<file path="src/rtl/fir_sequencer.sv">
// FIR sequencer: windows ADC samples, steps a coefficient ROM and an external
// MAC through one multiply-accumulate per tap, and registers the filter result.
module fir_sequencer #(
  parameter int NTAPS = 4,
  parameter int ACCW  = 34,
  parameter int AW    = 8
) (
  input  logic            clk,
  input  logic            nreset,
  input  logic            sample_valid,
  input  logic [23:0]     sample,
  output logic [AW-1:0]   coef_addr,
  input  logic [15:0]     coef_data,
  output logic            mac_en,
  output logic            mac_clr,
  output logic [15:0]     mac_a,
  output logic [15:0]     mac_b,
  input  logic [ACCW-1:0] mac_acc,
  output logic [ACCW-1:0] result,
  output logic            result_valid,
  output logic            busy,
  output logic            overrun
);

  localparam int KW = (NTAPS > 1) ? $clog2(NTAPS) : 1;
  localparam logic [KW-1:0] LAST = KW'(NTAPS - 1);

  typedef enum logic [1:0] {
    IDLE  = 2'd0,
    FETCH = 2'd1,
    MAC   = 2'd2,
    DRAIN = 2'd3
  } state_t;

  state_t            state_r;
  logic [15:0]       win_r [NTAPS];
  logic [KW-1:0]     k_r;
  logic [KW-1:0]     k_next_s;
  logic [KW-1:0]     rd_idx_s;
  logic              shift_s;
  logic [AW-1:0]     coef_addr_r;
  logic              mac_en_r;
  logic              mac_clr_r;
  logic [15:0]       mac_b_r;
  logic [ACCW-1:0]   result_r;
  logic              result_valid_r;
  logic              busy_r;
  logic              overrun_r;
  logic              unused_s;

  // Address fetched during MAC cycle k so its data lands in cycle k+1.
  function automatic logic [AW-1:0] addr_after(input logic [KW-1:0] k);
    if (k == LAST) begin
      return {AW{1'b0}};
    end else begin
      return AW'(k) + AW'(1);
    end
  endfunction

  assign unused_s = ^sample[7:0];
  assign shift_s  = (state_r == IDLE) && sample_valid;
  assign k_next_s = k_r + KW'(1);

  // Window slot feeding the next MAC cycle; guarded so the index never leaves the array.
  always_comb begin
    rd_idx_s = LAST;
    if (k_r == LAST) begin
      rd_idx_s = LAST;
    end else begin
      rd_idx_s = LAST - k_next_s;
    end
  end

  // Newest sample enters slot 0; samples arriving while busy never reach here.
  always_ff @(posedge clk) begin
    if (!nreset) begin
      win_r[0] <= 16'd0;
    end else if (shift_s) begin
      win_r[0] <= sample[23:8];
    end
  end

  for (genvar i = 1; i < NTAPS; i++) begin : g_win
    // Older slots take their neighbour's value on each accepted sample.
    always_ff @(posedge clk) begin
      if (!nreset) begin
        win_r[i] <= 16'd0;
      end else if (shift_s) begin
        win_r[i] <= win_r[i-1];
      end
    end
  end

  // Sequencer FSM with all handshake outputs registered.
  always_ff @(posedge clk) begin
    if (!nreset) begin
      state_r        <= IDLE;
      k_r            <= {KW{1'b0}};
      coef_addr_r    <= {AW{1'b0}};
      mac_en_r       <= 1'b0;
      mac_clr_r      <= 1'b0;
      mac_b_r        <= 16'd0;
      result_r       <= {ACCW{1'b0}};
      result_valid_r <= 1'b0;
      busy_r         <= 1'b0;
      overrun_r      <= 1'b0;
    end else begin
      result_valid_r <= 1'b0;
      if (sample_valid && (state_r != IDLE)) begin
        overrun_r <= 1'b1;
      end
      case (state_r)
        IDLE: begin
          if (sample_valid) begin
            state_r     <= FETCH;
            k_r         <= {KW{1'b0}};
            coef_addr_r <= {AW{1'b0}};
            busy_r      <= 1'b1;
          end
        end
        FETCH: begin
          state_r     <= MAC;
          k_r         <= {KW{1'b0}};
          mac_en_r    <= 1'b1;
          mac_clr_r   <= 1'b1;
          mac_b_r     <= win_r[LAST];
          coef_addr_r <= addr_after({KW{1'b0}});
        end
        MAC: begin
          mac_clr_r <= 1'b0;
          if (k_r == LAST) begin
            state_r     <= DRAIN;
            mac_en_r    <= 1'b0;
            mac_b_r     <= 16'd0;
            coef_addr_r <= {AW{1'b0}};
          end else begin
            k_r         <= k_next_s;
            mac_b_r     <= win_r[rd_idx_s];
            coef_addr_r <= addr_after(k_next_s);
          end
        end
        DRAIN: begin
          // mac_acc already reflects the final tap here.
          result_r       <= mac_acc;
          result_valid_r <= 1'b1;
          state_r        <= IDLE;
          busy_r         <= 1'b0;
        end
        default: begin
          state_r   <= IDLE;
          mac_en_r  <= 1'b0;
          mac_clr_r <= 1'b0;
          mac_b_r   <= 16'd0;
          busy_r    <= 1'b0;
        end
      endcase
    end
  end

  // Coefficient arrives the cycle after its address, so it is gated rather than registered.
  assign mac_a        = mac_en_r ? coef_data : 16'd0;
  assign mac_b        = mac_b_r;
  assign mac_en       = mac_en_r;
  assign mac_clr      = mac_clr_r;
  assign coef_addr    = coef_addr_r;
  assign result       = result_r;
  assign result_valid = result_valid_r;
  assign busy         = busy_r;
  assign overrun      = overrun_r;

endmodule

</file>
<file path="config.mk">
export PLATFORM = sky130hd
export DESIGN_NAME = fir_sequencer
export DESIGN_NICKNAME = d
export VERILOG_FILES = /design/src/rtl/fir_sequencer.sv
export SDC_FILE = /design/constraint.sdc
export NUM_CORES = 1
export LEC_CHECK = 0
export ABC_AREA = 1
export CORE_UTILIZATION = 35
export CTS_CLUSTER_SIZE = 28
export DETAILED_ROUTE_END_ITERATION = 8
export SYNTH_ARGS = -nofsm -noshare
export SYNTH_HDL_FRONTEND = slang
export SYNTH_SLANG_ARGS = --single-unit
</file>
<file path="constraint.sdc">
create_clock -name clk -period 9.15 [get_ports clk]
set_input_delay 1.83 -clock clk [delete_from_list [all_inputs] [get_ports clk]]
set_output_delay 1.83 -clock clk [all_outputs]
set_load 0.01 [all_outputs]
</file>
==> results_dict.tcl, run 1 <==
set metrics [dict create \
    postLayoutCoreUtil_pct 48.8 \
    area_growth_pct 36.5 \
    ff2ff_path_depth 6 \
    ys_warn_count 0 \
    dp_worst_setup_slack_ps 4360 \
    num_vias 4486 \
    crit_cells 4 \
    grt_use_total_pct 15.7 \
    p_per_area_mw_per_mm2 288 \
    critPathSlowestCell "clkdlybuf4s50_1" \
    first_pass_iters 7 \
    cap_violations 0 \
    core_area_mm2 0.0159 \
    grt_pass1_vias 4087 \
    status "finished with violations" \
    fin_crit_ps 4790 \
    hold_path_end "overrun" \
    drive_gt1_share_pct 7.02 \
    initial_utilization_pct 35.7 \
    worst_path_most_repeated_cell "clkdlybuf4s50_1" \
    fin_crit_sh_pct 52.3 \
    cp_max_fo 1 \
    post_cts_resized 0 \
    route.detailed.drc 1 \
    violations "DRC" \
    hp-class "reg2reg" \
    port_buffers 141 \
    rows 46 \
    syn_inst 697 \
    clk_path_buf_depth 2 \
    holdBufCountCts 0 \
    leakagePower_nw 3.42 \
    setup_viol 0 \
    whs_path_depth 2 \
    slew_headroom_pct 39.7 \
    drt-initial-drc-count 284 \
    hold_violations 0 \
    htreeDepth 4 \
    cts_buffers 17 \
    grt_remaining_overflow 0 \
    ioPinCount 156 \
    diodes 0 \
    critical_path_class "in2out" \
    rsz0062_at_grt "false" \
    timing.fmax_mhz 209 \
    cts_tree "yes" \
    vias_per_cell 4.25 \
    worstPathCellList "clkdlybuf4s50_1 -> nand2_1 -> inv_1 -> clkdlybuf4s50_1" \
    finalNetCount 911 \
    min_from "overrun" \
    ir_worst_vdd_mv 0.160 \
    synth_seq_cells 125 \
    required_ps 7320 \
    reg2reg_from "k_r[0]" \
    setup_tns_ps 0 \
    worst_slack_ps 4360 \
    worst_pin_slew_ps 904 \
    cts_root_buf "clkbuf_16" \
    antenna_found_initial 0 \
    reg2reg_slack_ps 7100 \
    grt_pass1_wl_um 20200 \
    hpwlAfterDp_um 8180 \
    netlist_area_mm2 0.00568 \
    wl_per_cell_um 12.1 \
    fp.dieH_um 129 \
    report.final.slew_viol_count 0 \
    post-cts-setup-buffers 0 \
    critical-path-max-stage-delay_ps 530 \
    final_antenna_net_count 0 \
    r2r_end "mac_b[15]" \
    critPathTopFamily "buffers and inverters" \
    critPathBufInv 3 \
    fin_skew_ps 6.32 \
    clk_pin_slew_ps 50 \
    crit_path_start "coef_data[15]" \
    startpoint_type "input port" \
    end_kind "output port" \
    clock-sinks 125 \
    syn_area_per_cell_um2 8.14 \
    die_area_mm2 0.0167 \
    drt-total-wl_um 12800 \
    grt_max_degree 65 \
    synth.distinct_cells 24 \
    arrival_ps 2960 \
    gp_congestion 0.713 \
    seq_area_frac_synth_pct 55.4 \
    fp.dieW_um 129 \
    worstSkewPairLatency_ps 410 \
]
[how the worst max path moves through the flow]
stage / endpoint / slack [ps]
2_1_floorplan: win_r[0][0] / 2220
3_3_place_gp: mac_a[0] / 4370
3_5_place_dp: mac_a[15] / 4360
4_1_cts: mac_a[15] / 4350
5_1_grt: mac_a[15] / 4300
6_report: mac_a[15] / 4360
[cells in the mapped netlist]
library cell	number	area, µm²
a211oi_1	1	7.51
a21oi_1	16	80.1
a21oi_2	9	78.8
a221oi_1	1	8.76
buf_2	9	45.0
buf_4	8	60.1
buf_6	8	90.1
clkbuf_1	14	52.6
conb_1	1	3.75
dfxtp_1	61	1220
edfxtp_1	64	1920
ha_1	7	87.6
inv_1	118	443
inv_2	8	30.0
nand2_1	139	522
nand2_2	2	12.5
nand2_4	1	11.3
nand3_1	33	165
nand3_2	1	10.0
nor2_1	137	514
nor2_4	2	22.5
o21a_1	1	7.51
o21ai_0	55	275
o21ai_1	1	5.00
[metal layers]
| layer | share of wire, % | track usage (%) | up-vias |
|---|---|---|---|
| met5 | 0 | 0 | - |
| met4 | 0.84 | 5.40 | 0 |
| met3 | 5.0 | 4.58 | 11 |
| met2 | 49 | 26.1 | 102 |
| met1 | 45 | 19.6 | 1983 |
| li1 | - | - | 2390 |
[power by group]
group | switching (W) | total, W | internal, W
clock network | 0.000240 | 0.000649 | 0.000409
registers | 0.0000649 | 0.000809 | 0.000744
logic | 0.000465 | 0.000773 | 0.000308
total | 0.000769 | 0.00223 | 0.00146
[flip-flops by register name (all words and copies together) (netlist names), 2 cells and up]
signal	flops
coef_addr	2
mac_b	16
k_r	2
state_r	2
result	34
win_r	64
[layout make-up]
cell class,count,area (µm²)
fill,1592,8140
sequential,125,3140
multi-input combinational,412,1840
timing repair buffer,145,1440
clock buffer,22,495
inverter,126,473
tap,216,270
clock inverter,10,83.8
[placed cells by master, fill, tap and decap left out, drive strengths merged]
master / n
clkinvlp: 1
nand3: 34
o21a: 1
a211oi: 1
conb: 6
nor2: 139
clkbuf: 22
o21ai: 56
edfxtp: 64
nand2: 142
a221oi: 1
a21oi: 25
clkinv: 6
dfxtp: 61
inv: 128
buf: 4
ha: 7
clkdlybuf4s50: 141
bufinv: 1
[kinds of logic (layout without fill, tap and decap cells)]
| kind of cell | Yosys count | in the layout | share of synthesized area [%] |
|---|---|---|---|
| AOI/OAI and AO/OA | 84 | 84 | 8.16 |
| buffers and inverters | 165 | 303 | 12.7 |
| adders and majority gates | 7 | 7 | 1.54 |
| other | 1 | 6 | 0.0661 |
| DFF | 125 | 125 | 55.4 |
| and+or+nand+nor | 315 | 315 | 22.2 |
[through the flow]
stage               hold WS [ps]  instance area (µm²)  total power [W]  std cells
CTS                          474                 7750          0.00226       1056
detailed placement           459                 7170          0.00160       1024
floorplan                    468                 5690          0.00133        702
global placement             454                 7170          0.00159       1024
finish                       471                 7750          0.00223       1056
global route                 511                 7750          0.00239       1056
[tightest hold or removal path, stage by stage, from the launching register on]
cell	delay, ps
dfxtp_1	320
a21oi_1	40
nor2_1	70
Note: power is estimated with default switching activity, not from simulation.
==> run 2: changes to the inputs <==
==> constraint.sdc (replaced) <==
create_clock -name clk -period 4.6 [get_ports clk]
set_input_delay 0.92 -clock clk [delete_from_list [all_inputs] [get_ports clk]]
set_output_delay 0.92 -clock clk [all_outputs]
set_load 0.01 [all_outputs]
==> run 2 against run 1 <==
Net effect:
- the run now ends clean
- critical path depth unchanged
- total power up 99%
- clock skew up 4.5 ps
- largest cell class unchanged
- largest power group unchanged
==> results_dict.tcl, run 2 (synthesis results as in run 1) <==
set metrics [dict create \
    min_from "overrun" \
    clk_pin_slew_ps 50 \
    pwr-share-seq_pct 36.3 \
    post-cts-setup-buffers 0 \
    drive_gt1_share_pct 6.54 \
    hp-class "reg2reg" \
    holdBufCountCts 0 \
    p_int_w 0.00292 \
    clock-sinks 125 \
    worst_pin_slew_ps 931 \
    fin_crit_sh_pct 64.5 \
    route.detailed.drc 0 \
    slew_headroom_pct 37.9 \
    final_antenna_net_count 0 \
    cts_buffers 17 \
    arrival_ps 2050 \
    final_cell_mix "clkdlybuf4s50_1, nand2_1, nor2_1, inv_1, edfxtp_1" \
    layout_commonest_cell "clkdlybuf4s50_1" \
    grt_pass1_vias 4042 \
    largest_reg_flops 64 \
    hold_violations 0 \
    p_per_area_mw_per_mm2 573 \
    clk_path_buf_depth 2 \
    ff2ff_path_depth 6 \
    hold_path_end "overrun" \
    leakagePower_nw 3.41 \
    wl_per_cell_um 12.3 \
    report.final.slew_viol_count 0 \
    fp.dieW_um 129 \
    area_growth_pct 36.4 \
    grt_remaining_overflow 0 \
    rows 46 \
    htreeDepth 4 \
    end_kind "output port" \
    gp_congestion 0.716 \
    setup_viol 0 \
    clockPowerShare_pct 28.9 \
    reg2reg_slack_ps 2530 \
    required_ps 3680 \
    num_vias 4518 \
    first_pass_iters 4 \
    status "completed" \
    critPathSlowestCell "clkdlybuf4s50_1" \
    whs_path_depth 2 \
    r2r_end "mac_b[4]" \
    worstPathCellList "clkdlybuf4s50_1 -> nand2_1 -> inv_1 -> clkdlybuf4s50_1" \
    fin_crit_ps 2970 \
    finalNetCount 912 \
    cap_violations 0 \
    critical-path-max-stage-delay_ps 530 \
    critical_path_class "in2out" \
    core_area_mm2 0.0159 \
    cts_root_buf "clkbuf_16" \
    rsz0062_at_grt "false" \
    post_cts_resized 0 \
    grt_pass1_wl_um 20300 \
    switching_power_w 0.00152 \
    cp_max_fo 1 \
    diodes 0 \
    startpoint_type "input port" \
    timing.fmax_mhz 337 \
    setup_tns_ps 0 \
    grt_max_degree 65 \
    cts_tree "yes" \
    worst_path_most_repeated_cell "clkdlybuf4s50_1" \
    swShare_pct 34.2 \
    vias_per_cell 4.27 \
    fin_skew_ps 10.9 \
    whs_ps 467 \
    ioPinCount 156 \
    pwr-share-comb_pct 34.9 \
    ir_worst_vdd_mv 0.363 \
    die_area_mm2 0.0167 \
    drt-initial-drc-count 285 \
    grt_use_total_pct 15.8 \
    drt-total-wl_um 13000 \
    antenna_found_initial 0 \
    fp.dieH_um 129 \
    hpwlAfterDp_um 8230 \
    reg2reg_from "k_r[0]" \
    worstSkewPairLatency_ps 410 \
    initial_utilization_pct 35.7 \
    max_flop_register "win_r" \
    n_fill_cell 1559 \
    port_buffers 141 \
]
==> run 2: worst max-delay path by stage <==
stage	startpoint	end	slack [ps]	depth (start not counted)
5_1_grt	coef_data[2]	mac_a[2]	1560	4
4_1_cts	coef_data[6]	mac_a[6]	1620	4
6_report	coef_data[6]	mac_a[6]	1630	4
3_3_place_gp	coef_data[6]	mac_a[6]	1640	4
3_5_place_dp	coef_data[6]	mac_a[6]	1620	4
2_1_floorplan	sample_valid	win_r[0][0]	310	2
==> run 2: power by group through the flow <==
stage | logic (W) | clock network [W] | registers, W
6_report | 0.00155 | 0.00128 | 0.00161
4_1_cts | 0.00157 | 0.00132 | 0.00161
3_3_place_gp | 0.00155 | 0 | 0.00162
3_5_place_dp | 0.00156 | 0 | 0.00163
2_1_floorplan | 0.000982 | 0 | 0.00166
5_1_grt | 0.00175 | 0.00137 | 0.00164
==> run 2: metal layers <==
| metal | vias to the layer above | part of all wire [%] | track usage (%) |
|---|---|---|---|
| li1 | 2394 | - | - |
| met1 | 2006 | 45 | 19.6 |
| met2 | 107 | 49 | 26.4 |
| met3 | 11 | 5.4 | 4.46 |
| met4 | 0 | 1.1 | 5.47 |
| met5 | - | 0 | 0 |
==> run 2: final cells by class <==
class,instances,area (µm²),share of cell area [%]
Timing Repair Buffer,146,1450,18.7
Tap cell,216,270,3.49
Inverter,126,473,6.11
Multi-Input combinational cell,412,1840,23.8
Sequential cell,125,3140,40.6
Clock inverter,8,91.3,1.18
Clock buffer,24,473,6.11
==> run 2: stage by stage <==
stage / util [%] / setup slack (ps) / area (µm²) / total power [W] / cells
6_report: 48.7 / 1630 / 7740 / 0.00444 / 1057
3_5_place_dp: 45.2 / 1620 / 7180 / 0.00320 / 1025
3_3_place_gp: 45.2 / 1640 / 7180 / 0.00317 / 1025
5_1_grt: 48.7 / 1560 / 7740 / 0.00475 / 1057
4_1_cts: 48.7 / 1620 / 7740 / 0.00450 / 1057
2_1_floorplan: - / 313 / 5690 / 0.00265 / 702
==> run 2: critical path: cells and delay by family <==
family        cells  cell delay, ps
buf+inv           3            1080
simple gates      1              50
==> run 3: changes to the inputs <==
==> constraint.sdc (replaced) <==
create_clock -name clk -period 2.9 [get_ports clk]
set_input_delay 0.58 -clock clk [delete_from_list [all_inputs] [get_ports clk]]
set_output_delay 0.58 -clock clk [all_outputs]
set_load 0.01 [all_outputs]
==> run 3 against run 2 <==
Net effect:
- clock skew decreased by 5.4 ps
- sequential share of layout area increased by 0.085 points
- flip-flop and latch count unchanged
- worst hold slack worse by 3.4 ps
- global-route usage is essentially flat
- largest power group unchanged
- clock-buffer cell count shrank 3
- setup slack worse by 1100 ps
- highest routed layer unchanged
- combinational power up 60%
- critical path depth down 1
==> results_dict.tcl, run 3 (synthesis results as in run 1) <==
set metrics [dict create \
    status "completed" \
    fin_crit_ps 2410 \
    post_cts_resized 0 \
    post-cts-setup-buffers 0 \
    ir_worst_vdd_mv 0.454 \
    total_power_w 0.00690 \
    area_growth_pct 36.1 \
    hpwlAfterDp_um 8000 \
    slew_headroom_pct 47.9 \
    worstPathCellList "nand2_1 -> inv_1 -> clkdlybuf4s50_1" \
    setup_viol 0 \
    report.final.slew_viol_count 0 \
    route.detailed.drc 0 \
    final_cell_mix "clkdlybuf4s50_1, nand2_1, nor2_1, inv_1, edfxtp_1" \
    fin_crit_sh_pct 83.0 \
    vias_per_cell 4.22 \
    startpoint_type "flop" \
    final_antenna_net_count 0 \
    die_area_mm2 0.0167 \
    worstSkewPairLatency_ps 410 \
    first_pass_iters 4 \
    holdBufCountCts 0 \
    max_flop_register "win_r" \
    fin_skew_ps 5.42 \
    arrival_ps 1830 \
    required_ps 2320 \
    gp_congestion 0.735 \
    fp.dieW_um 129 \
    p_per_area_mw_per_mm2 893 \
    finalNetCount 913 \
    drive_gt1_share_pct 6.54 \
    clock-sinks 125 \
    num_vias 4463 \
    antenna_found_initial 0 \
    critPathBufInv 2 \
    clk_path_buf_depth 2 \
    rows 46 \
    fp.dieH_um 129 \
    critical-path-max-stage-delay_ps 670 \
    ioPinCount 156 \
    n_fill_cell 1569 \
    core_area_mm2 0.0159 \
    critical_path_class "reg2out" \
    port_buffers 141 \
    hold_violations 0 \
    wl_per_cell_um 12.1 \
    postLayoutCoreUtil_pct 48.6 \
    cp_max_fo 19 \
    critPathSlowestCell "dfxtp_1" \
    grt_pass1_vias 4007 \
    min_from "mac_clr" \
    cap_violations 0 \
    crit_path_start "mac_en" \
    clk_pin_slew_ps 50 \
    diodes 0 \
    cts_buffers 17 \
    rsz0062_at_grt "false" \
    grt_remaining_overflow 0 \
    timing.fmax_mhz 416 \
    layout_commonest_cell "clkdlybuf4s50_1" \
    grt_max_degree 65 \
    hp-class "reg2reg" \
    cts_root_buf "clkbuf_16" \
    setup_tns_ps 0 \
    grt_use_total_pct 15.8 \
    largest_reg_flops 64 \
    end_kind "output port" \
    worst_pin_slew_ps 779 \
    drt-total-wl_um 12800 \
    initial_utilization_pct 35.7 \
    reg2reg_from "k_r[0]" \
    grt_pass1_wl_um 20100 \
    drt-initial-drc-count 260 \
    leakagePower_nw 3.40 \
    critPathTopFamily "flip-flops" \
    htreeDepth 4 \
    cts_tree "yes" \
    whs_ps 464 \
]
-- run 3: worst paths after layout --
check         endpoint  slack [ps]  cells past startpoint
max reg2reg   mac_b[0]        1010                      7
max          mac_a[11]         490                      3
min            mac_clr         460                      2
min reg2reg    mac_clr         460                      2
-- run 3: worst reg2reg max path, stage by stage (launching register included) --
cell	delay [ps]
dfxtp_1	400
ha_1	290
nor2_4	610
nand2_1	160
nand3_1	140
nand2_1	60
nand2_1	50
a21oi_1	60
-- run 3: area by class of cell --
cell class / count / area [µm²] / share of cell area (%)
clock inverters: 10 / 75.1 / 0.972
clock buffers: 21 / 440 / 5.70
inverters: 126 / 473 / 6.12
flip-flops and latches: 125 / 3140 / 40.7
repair buffers: 147 / 1480 / 19.2
well taps: 216 / 270 / 3.50
multi-input cells: 412 / 1840 / 23.8
-- run 3: where the power goes --
group / internal, W / leakage [nW] / switching (W)
registers: 0.00235 / 1.19 / 0.000199
logic: 0.000994 / 1.96 / 0.00149
clock network: 0.00115 / 0.255 / 0.000723
total: 0.00449 / 3.40 / 0.00241
-- run 3: per-stage QoR --
| step | setup slack [ps] | area, µm² | cells |
|---|---|---|---|
| after global routing | 305 | 7720 | 1057 |
| after CTS | 429 | 7720 | 1057 |
| after global placement | 615 | 7210 | 1026 |
| after detailed placement | 610 | 7210 | 1026 |
| after floorplan | 71.3 | 5700 | 702 |
| final | 494 | 7720 | 1057 |
-- run 3: per-layer routing --
layer  part of all wire (%)  track usage (%)
met3                    6.9             5.99
met5                      0                0
met4                   0.78             5.12
met1                     46             20.0
met2                     46             24.8
